--- config.mk ---
export PLATFORM = sky130hd
export DESIGN_NAME = uart_tx_buffered
export DESIGN_NICKNAME = d
export VERILOG_FILES = /design/src/rtl/uart_tx_buffered.sv
export SDC_FILE = /design/constraint.sdc
export NUM_CORES = 1
export LEC_CHECK = 0
export ABC_AREA = 1
export ABC_CLOCK_PERIOD_IN_PS = 5100
export BUFFER_PORTS_ARGS = -buffer_cell sky130_fd_sc_hd__buf_4
export CELL_PAD_IN_SITES_DETAIL_PLACEMENT = 0
export CELL_PAD_IN_SITES_GLOBAL_PLACEMENT = 1
export CORE_MARGIN = 2
export CORE_UTILIZATION = 40
export CTS_CLUSTER_DIAMETER = 200
export DETAILED_ROUTE_END_ITERATION = 10
export PLACE_DENSITY = 0.66
export SYNTH_ARGS = -nofsm -noshare
export SYNTH_HDL_FRONTEND = slang
export SYNTH_SLANG_ARGS = --single-unit
--- constraint.sdc ---
create_clock -name clk -period 5.1 [get_ports clk]
set_input_delay 0.51 -clock clk [delete_from_list [all_inputs] [get_ports clk]]
set_output_delay 0.51 -clock clk [all_outputs]
set_load 0.05 [all_outputs]
--- src/rtl/uart_tx_buffered.sv ---
`default_nettype none
// ============================================================================
// Module   : uart_tx_buffered
// Brief    : Byte FIFO feeding an 8N1 UART serializer (LSB first, idle high).
//            Back-to-back frames when the FIFO is non-empty at end of STOP.
// Revision : 1.0 - initial release
// ============================================================================
module uart_tx_buffered #(
  parameter int CLKS_PER_BIT = 868,
  parameter int FIFO_DEPTH   = 16
) (
  input  logic                          clk,
  input  logic                          rst,
  input  logic                          wr_en,
  input  logic [7:0]                    wr_data,
  output logic                          full,
  output logic [$clog2(FIFO_DEPTH):0]   count,
  output logic                          overflow,
  output logic                          tx,
  output logic                          tx_busy
);

  localparam int AW = $clog2(FIFO_DEPTH);
  localparam int CW = (CLKS_PER_BIT > 1) ? $clog2(CLKS_PER_BIT) : 1;

  localparam logic [CW-1:0] C_BIT_LAST = CW'(CLKS_PER_BIT - 1);
  localparam logic [CW-1:0] C_CYC_ONE  = CW'(1);
  localparam logic [AW:0]   C_DEPTH    = (AW + 1)'(FIFO_DEPTH);
  localparam logic [AW:0]   C_CNT_ONE  = (AW + 1)'(1);
  localparam logic [AW:0]   C_CNT_ZERO = '0;
  localparam logic [AW-1:0] C_PTR_ONE  = AW'(1);

  typedef enum logic [1:0] {
    S_IDLE  = 2'd0,
    S_START = 2'd1,
    S_DATA  = 2'd2,
    S_STOP  = 2'd3
  } state_t;

  // FIFO state
  logic [7:0]    mem_q [FIFO_DEPTH];
  logic [AW-1:0] wptr_q;
  logic [AW-1:0] rptr_q;
  logic [AW:0]   count_q;
  logic [AW:0]   count_d;
  logic          full_q;
  logic          overflow_q;

  // Serializer state
  state_t        state_q;
  logic [CW-1:0] cyc_q;
  logic [2:0]    idx_q;
  logic [7:0]    shift_q;
  logic          tx_q;
  logic          busy_q;

  logic          push;
  logic          pop;
  logic          bit_end;

  // A full FIFO rejects writes even when a pop frees a slot in the same cycle.
  assign push    = wr_en & ~full_q;
  assign bit_end = (cyc_q == C_BIT_LAST);
  // Pop only from registered count, so a byte written into an empty FIFO
  // is picked up one cycle later.
  assign pop     = (count_q != C_CNT_ZERO) &
                   ((state_q == S_IDLE) | ((state_q == S_STOP) & bit_end));

  // Next occupancy: simultaneous push and pop cancel out.
  always_comb begin
    count_d = count_q;
    case ({push, pop})
      2'b10:   count_d = count_q + C_CNT_ONE;
      2'b01:   count_d = count_q - C_CNT_ONE;
      default: count_d = count_q;
    endcase
  end

  // Storage array carries no reset; pointers and count define validity.
  always_ff @(posedge clk) begin
    if (push) begin
      mem_q[wptr_q] <= wr_data;
    end
  end

  // Pointers, occupancy, full and sticky overflow flag.
  always_ff @(posedge clk or posedge rst) begin
    if (rst) begin
      wptr_q     <= '0;
      rptr_q     <= '0;
      count_q    <= '0;
      full_q     <= 1'b0;
      overflow_q <= 1'b0;
    end else begin
      if (push) begin
        wptr_q <= wptr_q + C_PTR_ONE;
      end
      if (pop) begin
        rptr_q <= rptr_q + C_PTR_ONE;
      end
      count_q <= count_d;
      full_q  <= (count_d == C_DEPTH);
      if (wr_en & full_q) begin
        overflow_q <= 1'b1;
      end
    end
  end

  // Serializer FSM; tx is re-registered from the current state so the line
  // trails the FSM by one cycle with uniform bit lengths.
  always_ff @(posedge clk or posedge rst) begin
    if (rst) begin
      state_q <= S_IDLE;
      cyc_q   <= '0;
      idx_q   <= '0;
      shift_q <= '0;
      tx_q    <= 1'b1;
      busy_q  <= 1'b0;
    end else begin
      case (state_q)
        S_START: tx_q <= 1'b0;
        S_DATA:  tx_q <= shift_q[idx_q];
        default: tx_q <= 1'b1;
      endcase

      case (state_q)
        S_IDLE: begin
          if (pop) begin
            shift_q <= mem_q[rptr_q];
            cyc_q   <= '0;
            state_q <= S_START;
            busy_q  <= 1'b1;
          end
        end
        S_START: begin
          if (bit_end) begin
            cyc_q   <= '0;
            idx_q   <= '0;
            state_q <= S_DATA;
          end else begin
            cyc_q <= cyc_q + C_CYC_ONE;
          end
        end
        S_DATA: begin
          if (bit_end) begin
            cyc_q <= '0;
            if (idx_q == 3'd7) begin
              state_q <= S_STOP;
            end else begin
              idx_q <= idx_q + 3'd1;
            end
          end else begin
            cyc_q <= cyc_q + C_CYC_ONE;
          end
        end
        S_STOP: begin
          if (bit_end) begin
            cyc_q <= '0;
            if (pop) begin
              shift_q <= mem_q[rptr_q];
              state_q <= S_START;
            end else begin
              state_q <= S_IDLE;
              busy_q  <= 1'b0;
            end
          end else begin
            cyc_q <= cyc_q + C_CYC_ONE;
          end
        end
        default: begin
          state_q <= S_IDLE;
          busy_q  <= 1'b0;
        end
      endcase
    end
  end

  assign full     = full_q;
  assign count    = count_q;
  assign overflow = overflow_q;
  assign tx       = tx_q;
  assign tx_busy  = busy_q;

endmodule
`default_nettype wire

* Word-level counts from Yosys, hierarchy flattened
Memory sizes are Yosys's and may differ from the RTL's.
Index checks and enable logic that the tools add are counted.
** Cells by class
- Add/subtract/negate cells :: 6
- Magnitude comparators :: 1
- Equal/unequal tests :: 15
- Muxes and demuxes :: 27
- Bitwise logic cells :: 6
- Reduce and logical (&&, ||, !) cells :: 9
** Operators by type and width (count)
- $mux W10 :: 2
- $pmux W10 S2 :: 1
- $mux W8 :: 2
- $pmux W8 S2 :: 1
- $ne A2 B2 Y1 const B :: 7
- $add A10 B1 Y10 const B :: 1
- $eq A10 B10 Y1 const B :: 1
- $mux W2 :: 5
- $pmux W5 S2 :: 1
- $mux W3 :: 3
- $add A4 B1 Y4 const B :: 2
- $pmux W2 S4 :: 1
- $reduce_and A4 Y1 :: 2
- $mux W1 :: 7
- $eq A2 B2 Y1 const B :: 3
- $pmux W3 S2 :: 1
- $add A5 B1 Y5 const B :: 1
- $eq A5 B5 Y1 const B :: 1
- $reduce_and A5 Y1 :: 1
- $reduce_bool A5 Y1 :: 1
- $sub A5 B1 Y5 const B :: 1
- $and A1 B1 Y1 :: 4
- $eq A2 B1 Y1 const B :: 2
- $lt A3 B4 Y1 const B :: 1
- 10 further kinds :: 12
** Word-level totals
- Bits in registers :: 40
- Bits in writable memories :: 128
- Input port bits :: 11
- Output and inout port bits :: 9
- Memories :: 1
** Memory list
- mem_q :: words 16, bits a word 8, read ports 1, clocked after Yosys merged registers in 0, write ports 1, line 41 : logic [7:0] mem_q [FIFO_DEPTH];

* Longest topological paths before layout
Gate-level depths: netlist of run 1.
- Depth after elaboration :: 7
- Depth in mapped cells :: 21

* Least setup slack after synthesis of run 1
OpenSTA, ideal clock, no wires.
- Path kind :: register -> register
- Start :: register count_q[2] (netlist: count[2])
- End :: register full_q (netlist: full)
- Setup time :: 0.072 ns
- Arrival :: 2.593 ns
- Data required time :: 5.028 ns
- Slack :: 2.435 ns
- Cell stages (with the launch flop) :: 18
- Cells stage by stage :: dfrtp_1 nor2_1 nand3b_1 nand2_1 inv_1 nand2_2 inv_1 ha_1 inv_1 nand2_1 nand2_1 ha_1 nand2_1 o21ai_0 or2_1 nor2_1 nand3_1 nor2_1
** Between the ends
- Longest elaborated chain between the ends :: 5
** Ends and longest elaborated chain
- start: declaration :: line 44 : logic [AW:0] count_q;
- start signal: assignment :: line 101 : count_q <= count_d;
- $reduce_bool A5 Y1 (*) :: line 66 : assign pop = (count_q != C_CNT_ZERO) &
- $and A1 B1 Y1 (*) :: line 66
- $eq A2 B1 Y1 / $eq A2 B2 Y1 (equally long branches) :: line 72 : case ({push, pop})
- $pmux W5 S2 (*) :: line 72
- net count_d[1] :: line 45 : logic [AW:0] count_d;
- $eq A5 B5 Y1 (*) :: line 102 : full_q <= (count_d == C_DEPTH);
- end signal: assignment :: line 102
- end: declaration :: line 46 : logic full_q;
The timed path passes the listed nets; every way through them passes the cells marked *.
A chain may end at the register's enable or synchronous reset.

* Worst setup path after layout of run 1
- Start :: register state_q[1]
- End :: register full_q (netlist: full)
** Between the ends
- Longest elaborated chain between the ends :: 7
** Ends and longest elaborated chain
- start: declaration :: line 50 : state_t state_q;
- start signal: assignment :: line 113 : state_q <= S_IDLE;
- start signal: assignment :: line 131 : state_q <= S_START;
- start signal: assignment :: line 139 : state_q <= S_DATA;
- $eq A2 B2 Y1 :: line 67 : ((state_q == S_IDLE) | ((state_q == S_STOP) & bit_end));
- $and A1 B1 Y1 :: line 67
- $or A1 B1 Y1 (*) :: line 67
- $and A1 B1 Y1 (*) :: line 66
- $eq A2 B1 Y1 / $eq A2 B2 Y1 (equally long branches) :: line 72
- $pmux W5 S2 (*) :: line 72
- net count_d[1] :: line 45
- $eq A5 B5 Y1 (*) :: line 102
Marked as above.

==> results of run 1 <==
synth_stat cells:
library cell,n
nand2_4,1
a21o_1,1
nand3_1,44
o21ai_2,1
a32o_1,1
ha_1,16
o22ai_1,2
inv_4,1
a21oi_4,1
a21boi_0,1
nand2_2,1
nor3_1,1
clkbuf_1,5
nand2_1,101
edfxtp_1,128
o21ai_1,11
a21oi_2,1
buf_2,11
inv_2,2
o21ai_0,68
nand4_1,2
nor3_4,1
dfrtp_1,39
nor2_1,137
nand3_4,1
nand3b_1,3
a31oi_1,1
or2_2,1
nor2_2,4
or2_1,1
clkbuf_2,2
xnor2_1,3
buf_6,4
a21oi_1,6
o211ai_1,25
buf_4,3
xor2_1,8
inv_1,39
dfstp_2,1
clkinv_1,1
per-layer routing:
layer	global-route usage [%]	vias up	part of all wire [%]
li1	-	2374	-
met1	23.55	2311	46
met2	28.22	62	49
met3	3.419	8	3.9
met4	5.579	0	0.64
met5	0	-	0
power groups by stage:
stage	logic, mW	clock network [mW]	registers (mW)
global placement	1.74	0	1.92
detailed placement	1.76	0	1.93
global route	1.97	1.38	1.93
finish	1.73	1.30	1.90
floorplan	1.26	0	1.95
CTS	1.77	1.33	1.90
registers in the layout (all words and copies together), names as in the netlist:
register and count:
idx_q 3, cyc_q 10, tx_busy 1, shift_q 8
state_q 2, count 5, tx 1, overflow 1
mem_q 128, rptr_q 4, full 1, wptr_q 4
final cells by class:
class	count	area (um^2)
Clock buffer	18	429.2
Fill cell	1724	9733
Sequential cell	168	4847
Timing Repair Buffer	22	165.2
Multi-Input combinational cell	444	2230
Clock inverter	14	170.2
Inverter	43	163.9
Tap cell	229	286.5
tightest hold or removal path, cell delays in order:
cell and delay, ns:
buf_4 0.11, clkinv_1 0.04, buf_4 0.44
layout by cell type, fill, tap and decap left out, drive strengths merged:
cell type,netlist,layout
ha,16,16
xor2,8,8
dfstp,1,1
nand3,45,45
clkbuf,7,18
o211ai,25,25
a31oi,1,1
o22ai,2,2
a21o,1,1
a21boi,1,1
clkinvlp,0,2
xnor2,3,3
nor2,141,141
dfrtp,39,39
o21ai,80,80
bufinv,0,3
edfxtp,128,128
nor3,2,2
nand2,103,103
nand3b,3,3
nand4,2,2
a32o,1,1
inv,42,45
or2,2,2
buf,18,22
a21oi,8,8
clkinv,1,7
kinds of logic after synthesis:
| group | Yosys count |
|---|---|
| AOI/OAI and AO/OA | 119 |
| xor gates and xnor gates | 11 |
| adders and majority gates | 16 |
| buffers and inverters | 68 |
| DFF | 168 |
| and+or+nand+nor | 298 |
through the flow:
step / utilization (%) / instances / setup slack (ns) / cell area (um^2) / hold WS [ns]
after CTS: 46.00 / 938 / 2.069 / 8292 / 0.2332
final: 46.00 / 938 / 2.090 / 8292 / 0.2186
after global placement: 42.68 / 906 / 2.206 / 7692 / 0.4430
after detailed placement: 42.68 / 906 / 2.112 / 7692 / 0.4523
after global routing: 46.00 / 938 / 1.712 / 8292 / 0.2726
after floorplan: - / 680 / 2.435 / 7391 / 0.4492
path summary, 6_finish.rpt:
kind / startpoint / to / slack, ns / cells past startpoint
worst min-delay path: rst / count[0] / 0.22 / 3
worst max-delay path: state_q[1] / full / 2.09 / 19
worst max register to register: state_q[1] / full / 2.09 / 19
worst min register to register: overflow / overflow / 0.48 / 1
min in group clk: wr_en / overflow / 0.30 / 2
max in group asynchronous: rst / rptr_q[0] / 4.48 / 3
==> results.py, run 1 <==
metrics = {
    "logic_synthesis": {
        "ys_seq_area_share_pct": 65.57,
        "synth_top_family_by_area": "simple AND/OR/NAND/NOR gates",
        "synth.area.top_cells": "edfxtp_1, dfrtp_1, nor2_1",
        "postSynthCellCount": 680,
        "synth_top_area_share_pct": 52.01,
        "ys_warn_count": 0,
        "muxShareOfSynthArea_pct": 0,
        "syn_nets": 707,
        "synth_compound_area_share_pct": 9.345,
        "synth_simple_gate_area_share_pct": 16.81,
        "yosysTopAreaCell": "edfxtp_1",
        "synth_fa_ha_area_share_pct": 2.709,
        "netlist_area_mm2": 0.007391,
        "syn_area_per_cell_um2": 10.87,
        "synth_xor_area_share_pct": 1.304,
        "synth_cell_types": 40,
        "ys_ff_latch": 168,
    },
    "power_and_ir_drop": {
        "peakVddDrop_mv": 0.3801,
        "power.share.combinational_pct": 35.1,
        "p_int_mw": 3.024,
        "power_mw": 4.938,
        "clockPowerShare_pct": 26.4,
        "power_density_mw_per_mm2": 595.5,
        "swShare_pct": 38.76,
        "p_leak_nw": 3.133,
        "p_sw_mw": 1.914,
        "seq_power_share_pct": 38.5,
    },
    "route": {
        "dr.first_iter.drc_count": 249,
        "wl_um": 16200,
        "ant_nets": 0,
        "vias": 4755,
        "drc": 0,
        "wl_per_cell_um": 17.27,
        "via_per_inst": 5.069,
        "dr.pass1.iters": 5,
    },
    "floorplanning": {
        "pin_count": 20,
        "die_h_um": 139.9,
        "fp.dieArea_mm2": 0.01958,
        "num_rows": 49,
        "die_w_um": 139.9,
        "initial_core_util_pct": 41.00,
        "core_mm2": 0.01802,
    },
    "sta": {
        "period_needed_ns": 3.010,
        "period_share_pct": 59.02,
        "tns_ns": 0,
        "clock_skew_ns": 0.007673,
        "worst_slew_pin_slew_ns": 1.056,
        "setup_viol": 0,
        "max_freq_mhz": 332.2,
        "slew_headroom_pct": 29.51,
        "hold_violations": 0,
        "rsz0062_at_grt": "false",
        "slew_violations": 0,
    },
    "layout": {
        "fin_nets": 723,
        "diodes": 0,
        "drive_gt1_share_pct": 9.732,
        "area_growth_pct": 12.19,
    },
    "worst_setup_path": {
        "critPathKind": "flip-flop to flip-flop",
        "crit_path_max_fanout": 6,
        "path_cells": "inv_1 -> ha_1 -> inv_1 -> nand2_1 -> nand2_1 -> inv_1 -> nand2_2 -> inv_1 -> ha_1 -> inv_1 -> nand2_1 -> nand2_1 -> ha_1 -> nand2_1 -> o21ai_0 -> or2_1 -> nor2_1 -> nand3_1 -> nor2_1",
        "critPathSlowestCell": "dfrtp_1",
        "end_kind": "flip-flop",
        "cp-start-kind": "flip-flop",
        "crit_buf_inv": 5,
        "required_ns": 5.45,
        "slowest_delay_ns": 0.42,
        "cp_top_family": "simple AND/OR/NAND/NOR gates",
        "worstPathArrival_ns": 3.36,
    },
    "clock_tree": {
        "post_cts_resize_count": 0,
        "cts_buffers": 17,
        "cts_buffer_depth": 2,
        "post-cts-setup-buffer-count": 0,
        "path_clk_slew_ns": 0.06,
        "clk_latency_ns": 0.42,
        "cts_tree": "built",
        "cts_root_buffer": "clkbuf_16",
        "clock-sinks": 168,
        "ctsHoldBuffers": 0,
        "h-tree-depth": 4,
    },
    "grt": {
        "grt_pass1_vias": 4666,
        "grt_pass1_wl_um": 25750,
        "grtUsageTotal_pct": 17.32,
        "antenna_found_initial": 0,
        "overflow": 0,
        "grt_max_degree": 67,
    },
    "min_path": {
        "hold_path.class": "input pin to asynchronous set/reset pin",
    },
    "place": {
        "hpwl_um": 10140,
        "gp_congestion": 0.8072,
        "portBuffers": 19,
    },
    "flow_run": {
        "max_cap_viol_count": 0,
    },
    "run_status": {
        "outcome": "finished clean",
    },
}
Power figures use the tool's default switching activity.
==> run 2: changes to the inputs <==
Settings changed: ABC_CLOCK_PERIOD_IN_PS 5100 to 2900.
Clock period 5.1 ns to 2.9 ns, I/O delays scaled along.
==> results.py, run 2 (synthesis results as in run 1) <==
metrics = {
    "route": {
        "via_per_inst": 5.064,
        "wl_um": 16420,
        "ant_nets": 0,
        "vias": 4851,
        "drc": 0,
        "dr.first_iter.drc_count": 419,
        "dr.pass1.iters": 5,
        "wl_per_cell_um": 17.13,
    },
    "sta": {
        "slew_violations": 0,
        "worst_slew_pin_slew_ns": 0.8598,
        "slew_headroom_pct": 42.47,
        "rsz0062_at_grt": "false",
        "final.setup.worst_slack_ns": 0.2259,
        "hold_violations": 0,
        "setup_viol": 0,
        "clock_skew_ns": 0.008763,
        "max_freq_mhz": 374.0,
        "tns_ns": 0,
        "period_share_pct": 92.21,
        "period_needed_ns": 2.674,
    },
    "layout": {
        "post-route-util_pct": 46.90,
        "largest_reg_flops": 128,
        "drive_gt1_share_pct": 13.03,
        "top_register": "mem_q",
        "diodes": 0,
        "final_common_cell": "nor2_1",
        "fin_nets": 743,
        "largestRegisters": "mem_q (128), cyc_q (10), shift_q (8)",
        "area_growth_pct": 14.39,
        "final_cell_area_mm2": 0.008454,
        "layout_common_cells": "nor2_1, edfxtp_1, nand2_1",
    },
    "power_and_ir_drop": {
        "peakVddDrop_mv": 0.5410,
        "p_leak_nw": 3.216,
        "power_density_mw_per_mm2": 1036,
    },
    "worst_setup_path": {
        "r2r_cells": 18,
        "cp-start-kind": "flip-flop",
        "critPathKind": "flip-flop to flip-flop",
        "worstPathArrival_ns": 3.03,
        "rrSetupSlack_ns": 0.23,
        "end_kind": "flip-flop",
        "required_ns": 3.26,
        "crit_path_max_fanout": 6,
    },
    "place": {
        "gp_congestion": 0.7551,
        "dp_slack_ns": 0.07231,
        "hpwl_um": 10470,
        "portBuffers": 19,
        "place_area_mm2": 0.007848,
    },
    "floorplanning": {
        "initial_core_util_pct": 41.00,
        "core_mm2": 0.01802,
        "pin_count": 20,
        "die_w_um": 139.9,
        "fp.dieArea_mm2": 0.01958,
        "num_rows": 49,
        "die_h_um": 139.9,
    },
    "clock_tree": {
        "cts_root_buffer": "clkbuf_16",
        "h-tree-depth": 4,
        "post-cts-setup-buffer-count": 0,
        "clock-sinks": 168,
        "cts_buffers": 17,
        "path_clk_slew_ns": 0.06,
        "clk_latency_ns": 0.43,
        "cts_buffer_depth": 2,
        "cts_tree": "built",
    },
    "grt": {
        "antenna_found_initial": 0,
        "overflow": 0,
        "grt_pass1_vias": 4630,
        "grtUsageTotal_pct": 17.35,
        "grt_max_degree": 51,
        "grt_pass1_wl_um": 25790,
    },
    "run_status": {
        "outcome": "finished clean",
    },
    "flow_run": {
        "max_cap_viol_count": 0,
    },
    "min_path": {
        "hold_path.class": "input pin to flip-flop",
        "hold_path_depth": 2,
    },
}
-- run 2: changes by cell type in the layout (fill, tap and decap cells not counted), sizes merged --
cell	delta
buf	+19
inv	+4
clkinv	-3
bufinv	-2
clkinvlp	+1
dlygate4sd3	+1
-- run 2: critical path, cell delays in order (launching register included) --
cell and delay (ns):
dfrtp_1 0.39, ha_2 0.23, inv_1 0.06, nor2_2 0.19, nand3_4 0.16, nand2_4 0.12, nand2_2 0.09, inv_1 0.11
ha_4 0.18, inv_1 0.06, nand2_1 0.05, nand2_1 0.07, ha_1 0.27, nand2_1 0.06, o21ai_0 0.09, or2_1 0.21
nor2_1 0.10, nand3_1 0.09, nor2_1 0.09
-- run 2: path summary, 6_finish.rpt --
kind	from	endpoint
max	cyc_q[0]	full
min	wr_en	overflow
max reg2reg	cyc_q[0]	full
min reg2reg	overflow	overflow
max in group asynchronous	rst	rptr_q[0]
min in group asynchronous	rst	count[0]
-- run 2: layer usage --
metal	GRT usage [%]	vias to the layer above	routed length, um
li1	-	2413	-
met1	23.98	2330	7652
met4	5.789	0	248
met5	0	-	0
met3	3.179	17	615
met2	27.93	91	7899
-- run 2: stage by stage --
| stage | power (mW) | cells | hold WS, ns |
|---|---|---|---|
| after global placement | 6.581 | 925 | 0.2112 |
| after detailed placement | 6.625 | 925 | 0.2140 |
| after CTS | 8.812 | 958 | 0.05873 |
| final | 8.762 | 958 | 0.07314 |
| after global routing | 9.366 | 958 | 0.07041 |
| after floorplan | 5.636 | 680 | 0.3889 |
-- run 2: power breakdown --
group	switching (mW)	internal (mW)	total (mW)
Combinational	2.24	1.08	3.31
Clock	0.972	1.20	2.17
Sequential	0.267	3.01	3.27
-- run 2: final cells by class --
type                       count  area, um^2
fill                        1672        9570
inverter                      43       163.9
tap                          229       286.5
sequential                   168        4847
clock inverter                14       135.1
multi-input combinational    444        2262
clock buffer                  18       429.2
timing repair buffer          42       330.3
-- run 2: timing repair --
action / 4_1_cts / 5_1_grt
setup endpoints to repair: 0 / 2
resized for setup: 0 / 9
hold buffers: 1 / 0
hold endpoints to repair: 7 / 0
==> run 3: changes to the inputs <==
Settings changed: CORE_UTILIZATION 40 to 50, PLACE_DENSITY 0.66 to 0.79, RECOVER_POWER from default to 100.
==> results.py, run 3 (synthesis results as in run 1) <==
metrics = {
    "route": {
        "vias": 4973,
        "dr.first_iter.drc_count": 341,
        "wl_per_cell_um": 17.20,
        "via_per_inst": 5.459,
        "dr.pass1.iters": 5,
        "ant_nets": 0,
        "drc": 0,
        "wl_um": 15670,
    },
    "sta": {
        "max_freq_mhz": 380.3,
        "slew_headroom_pct": 27.55,
        "tns_ns": 0,
        "period_share_pct": 90.68,
        "rsz0062_at_grt": "false",
        "hold_violations": 4,
        "clock_skew_ns": 0.007964,
        "final.setup.worst_slack_ns": 0.2703,
        "period_needed_ns": 2.630,
        "setup_viol": 0,
        "slew_violations": 0,
        "fin_hold_ws_ns": -0.002343,
        "worst_slew_pin_slew_ns": 1.080,
    },
    "grt": {
        "grt_max_degree": 67,
        "antenna_found_initial": 0,
        "overflow": 0,
        "grt_pass1_vias": 4958,
        "grtUsageTotal_pct": 21.21,
        "grt_pass1_wl_um": 25720,
    },
    "layout": {
        "fin_nets": 741,
        "largest_reg_flops": 128,
        "nFillCells": 1213,
        "multi_input_area_mm2": 0.002247,
        "area_growth_pct": 12.27,
        "diodes": 0,
        "final_common_cell": "nor2_1",
        "seqCellArea_mm2": 0.004848,
        "drive_gt1_share_pct": 9.354,
        "post-route-util_pct": 57.31,
        "largestRegisters": "mem_q (128), cyc_q (10), shift_q (8)",
        "layout_common_cells": "nor2_1, edfxtp_1, nand2_1",
        "top_register": "mem_q",
    },
    "worst_setup_path": {
        "crit_path_max_fanout": 6,
        "critPathKind": "flip-flop to flip-flop",
        "r2r_cells": 19,
        "end_kind": "flip-flop",
        "cp-startpoint": "state_q[1]",
        "r2r-end": "full",
        "rrSetupSlack_ns": 0.27,
        "cp-start-kind": "flip-flop",
        "worstPathArrival_ns": 2.99,
        "required_ns": 3.26,
        "rr_startpoint": "state_q[1]",
    },
    "clock_tree": {
        "cts_buffers": 17,
        "clk_latency_ns": 0.43,
        "cts_tree": "built",
        "cts_root_buffer": "clkbuf_16",
        "cts_buffer_depth": 2,
        "path_clk_slew_ns": 0.06,
        "clock-sinks": 168,
        "ctsHoldBuffers": 0,
        "h-tree-depth": 4,
    },
    "flow_run": {
        "max_cap_viol_count": 0,
    },
    "floorplanning": {
        "core_mm2": 0.01448,
        "pin_count": 20,
        "fp.dieArea_mm2": 0.01577,
        "initial_core_util_pct": 51.05,
        "die_w_um": 125.6,
        "num_rows": 44,
        "die_h_um": 125.6,
    },
    "power_and_ir_drop": {
        "seq_power_share_pct": 37.6,
        "clockPowerShare_pct": 26.0,
        "peakVddDrop_mv": 0.5715,
        "p_leak_nw": 3.107,
        "power_density_mw_per_mm2": 1049,
        "p_sw_mw": 3.421,
        "swShare_pct": 39.32,
        "p_int_mw": 5.280,
        "power.share.combinational_pct": 36.4,
    },
    "place": {
        "dp_slack_ns": 0.05854,
        "gp_congestion": 0.8099,
        "portBuffers": 19,
        "hpwl_um": 10110,
    },
    "min_path": {
        "hold_path.class": "input pin to asynchronous set/reset pin",
    },
    "run_status": {
        "violations": "hold timing",
        "outcome": "finished with violations",
    },
}
==> run 3: cell types whose count changed in the layout (fill, tap and decap cells not counted), sizes merged <==
| cell | before | now |
|---|---|---|
| inv | 49 | 47 |
| buf | 41 | 13 |
| clkinvlp | 3 | 4 |
| clkbuf | 18 | 45 |
| dlygate4sd3 | 1 | 0 |
| bufinv | 1 | 2 |
==> run 3: repair_timing <==
item,in CTS,in global routing
setup buffers,0,3
setup endpoints to repair,0,3
gates resized for setup,0,10
==> run 3: worst max-delay path by stage <==
stage / to / depth (start not counted)
2_1_floorplan: full / 17
3_5_place_dp: full / 18
6_report: full / 19
3_3_place_gp: full / 18
4_1_cts: full / 20
5_1_grt: full / 19
==> run 3: area by class of cell <==
cell class / instances / share of cell area (%)
Sequential cell: 168 / 58.43
Multi-Input combinational cell: 444 / 27.08
Clock buffer: 18 / 5.172
Inverter: 43 / 1.975
Clock inverter: 14 / 1.975
Timing Repair Buffer: 40 / 2.593
Tap cell: 184 / 2.774
==> run 3: power by group through the flow <==
stage	combinational [mW]	clock [mW]	sequential [mW]
floorplan	2.21	0	3.42
global placement	3.17	0	3.30
detailed placement	3.24	0	3.31
CTS	3.26	2.31	3.27
global route	3.60	2.40	3.32
finish	3.16	2.26	3.27
==> run 3: routing by layer <==
layer	track usage (%)	part of all wire [%]	up-vias
li1	-	-	2413
met1	28.49	45	2416
met2	34.31	48	118
met3	4.108	4.9	26
met4	8.497	2.4	0
met5	0	0	-
==> run 3: per-stage QoR <==
stage	std cells	instance area, um^2	power, mW
floorplan	680	7391	5.636
global placement	876	7761	6.475
detailed placement	876	7761	6.556
CTS	908	8354	8.833
global route	911	8298	9.317
finish	911	8298	8.701
==> run 3: critical path, stage by stage (launching register included) <==
cell	delay, ns
dfrtp_1	0.43
inv_2	0.10
ha_2	0.21
inv_1	0.06
nand2_1	0.08
nand2_1	0.10
inv_1	0.10
nand2_2	0.09
inv_1	0.11
ha_4	0.18
inv_1	0.07
nand2_1	0.05
nand2_1	0.07
ha_1	0.28
nand2_1	0.07
o21ai_0	0.09
or2_1	0.22
nor2_1	0.10
nand3_1	0.08
nor2_1	0.09
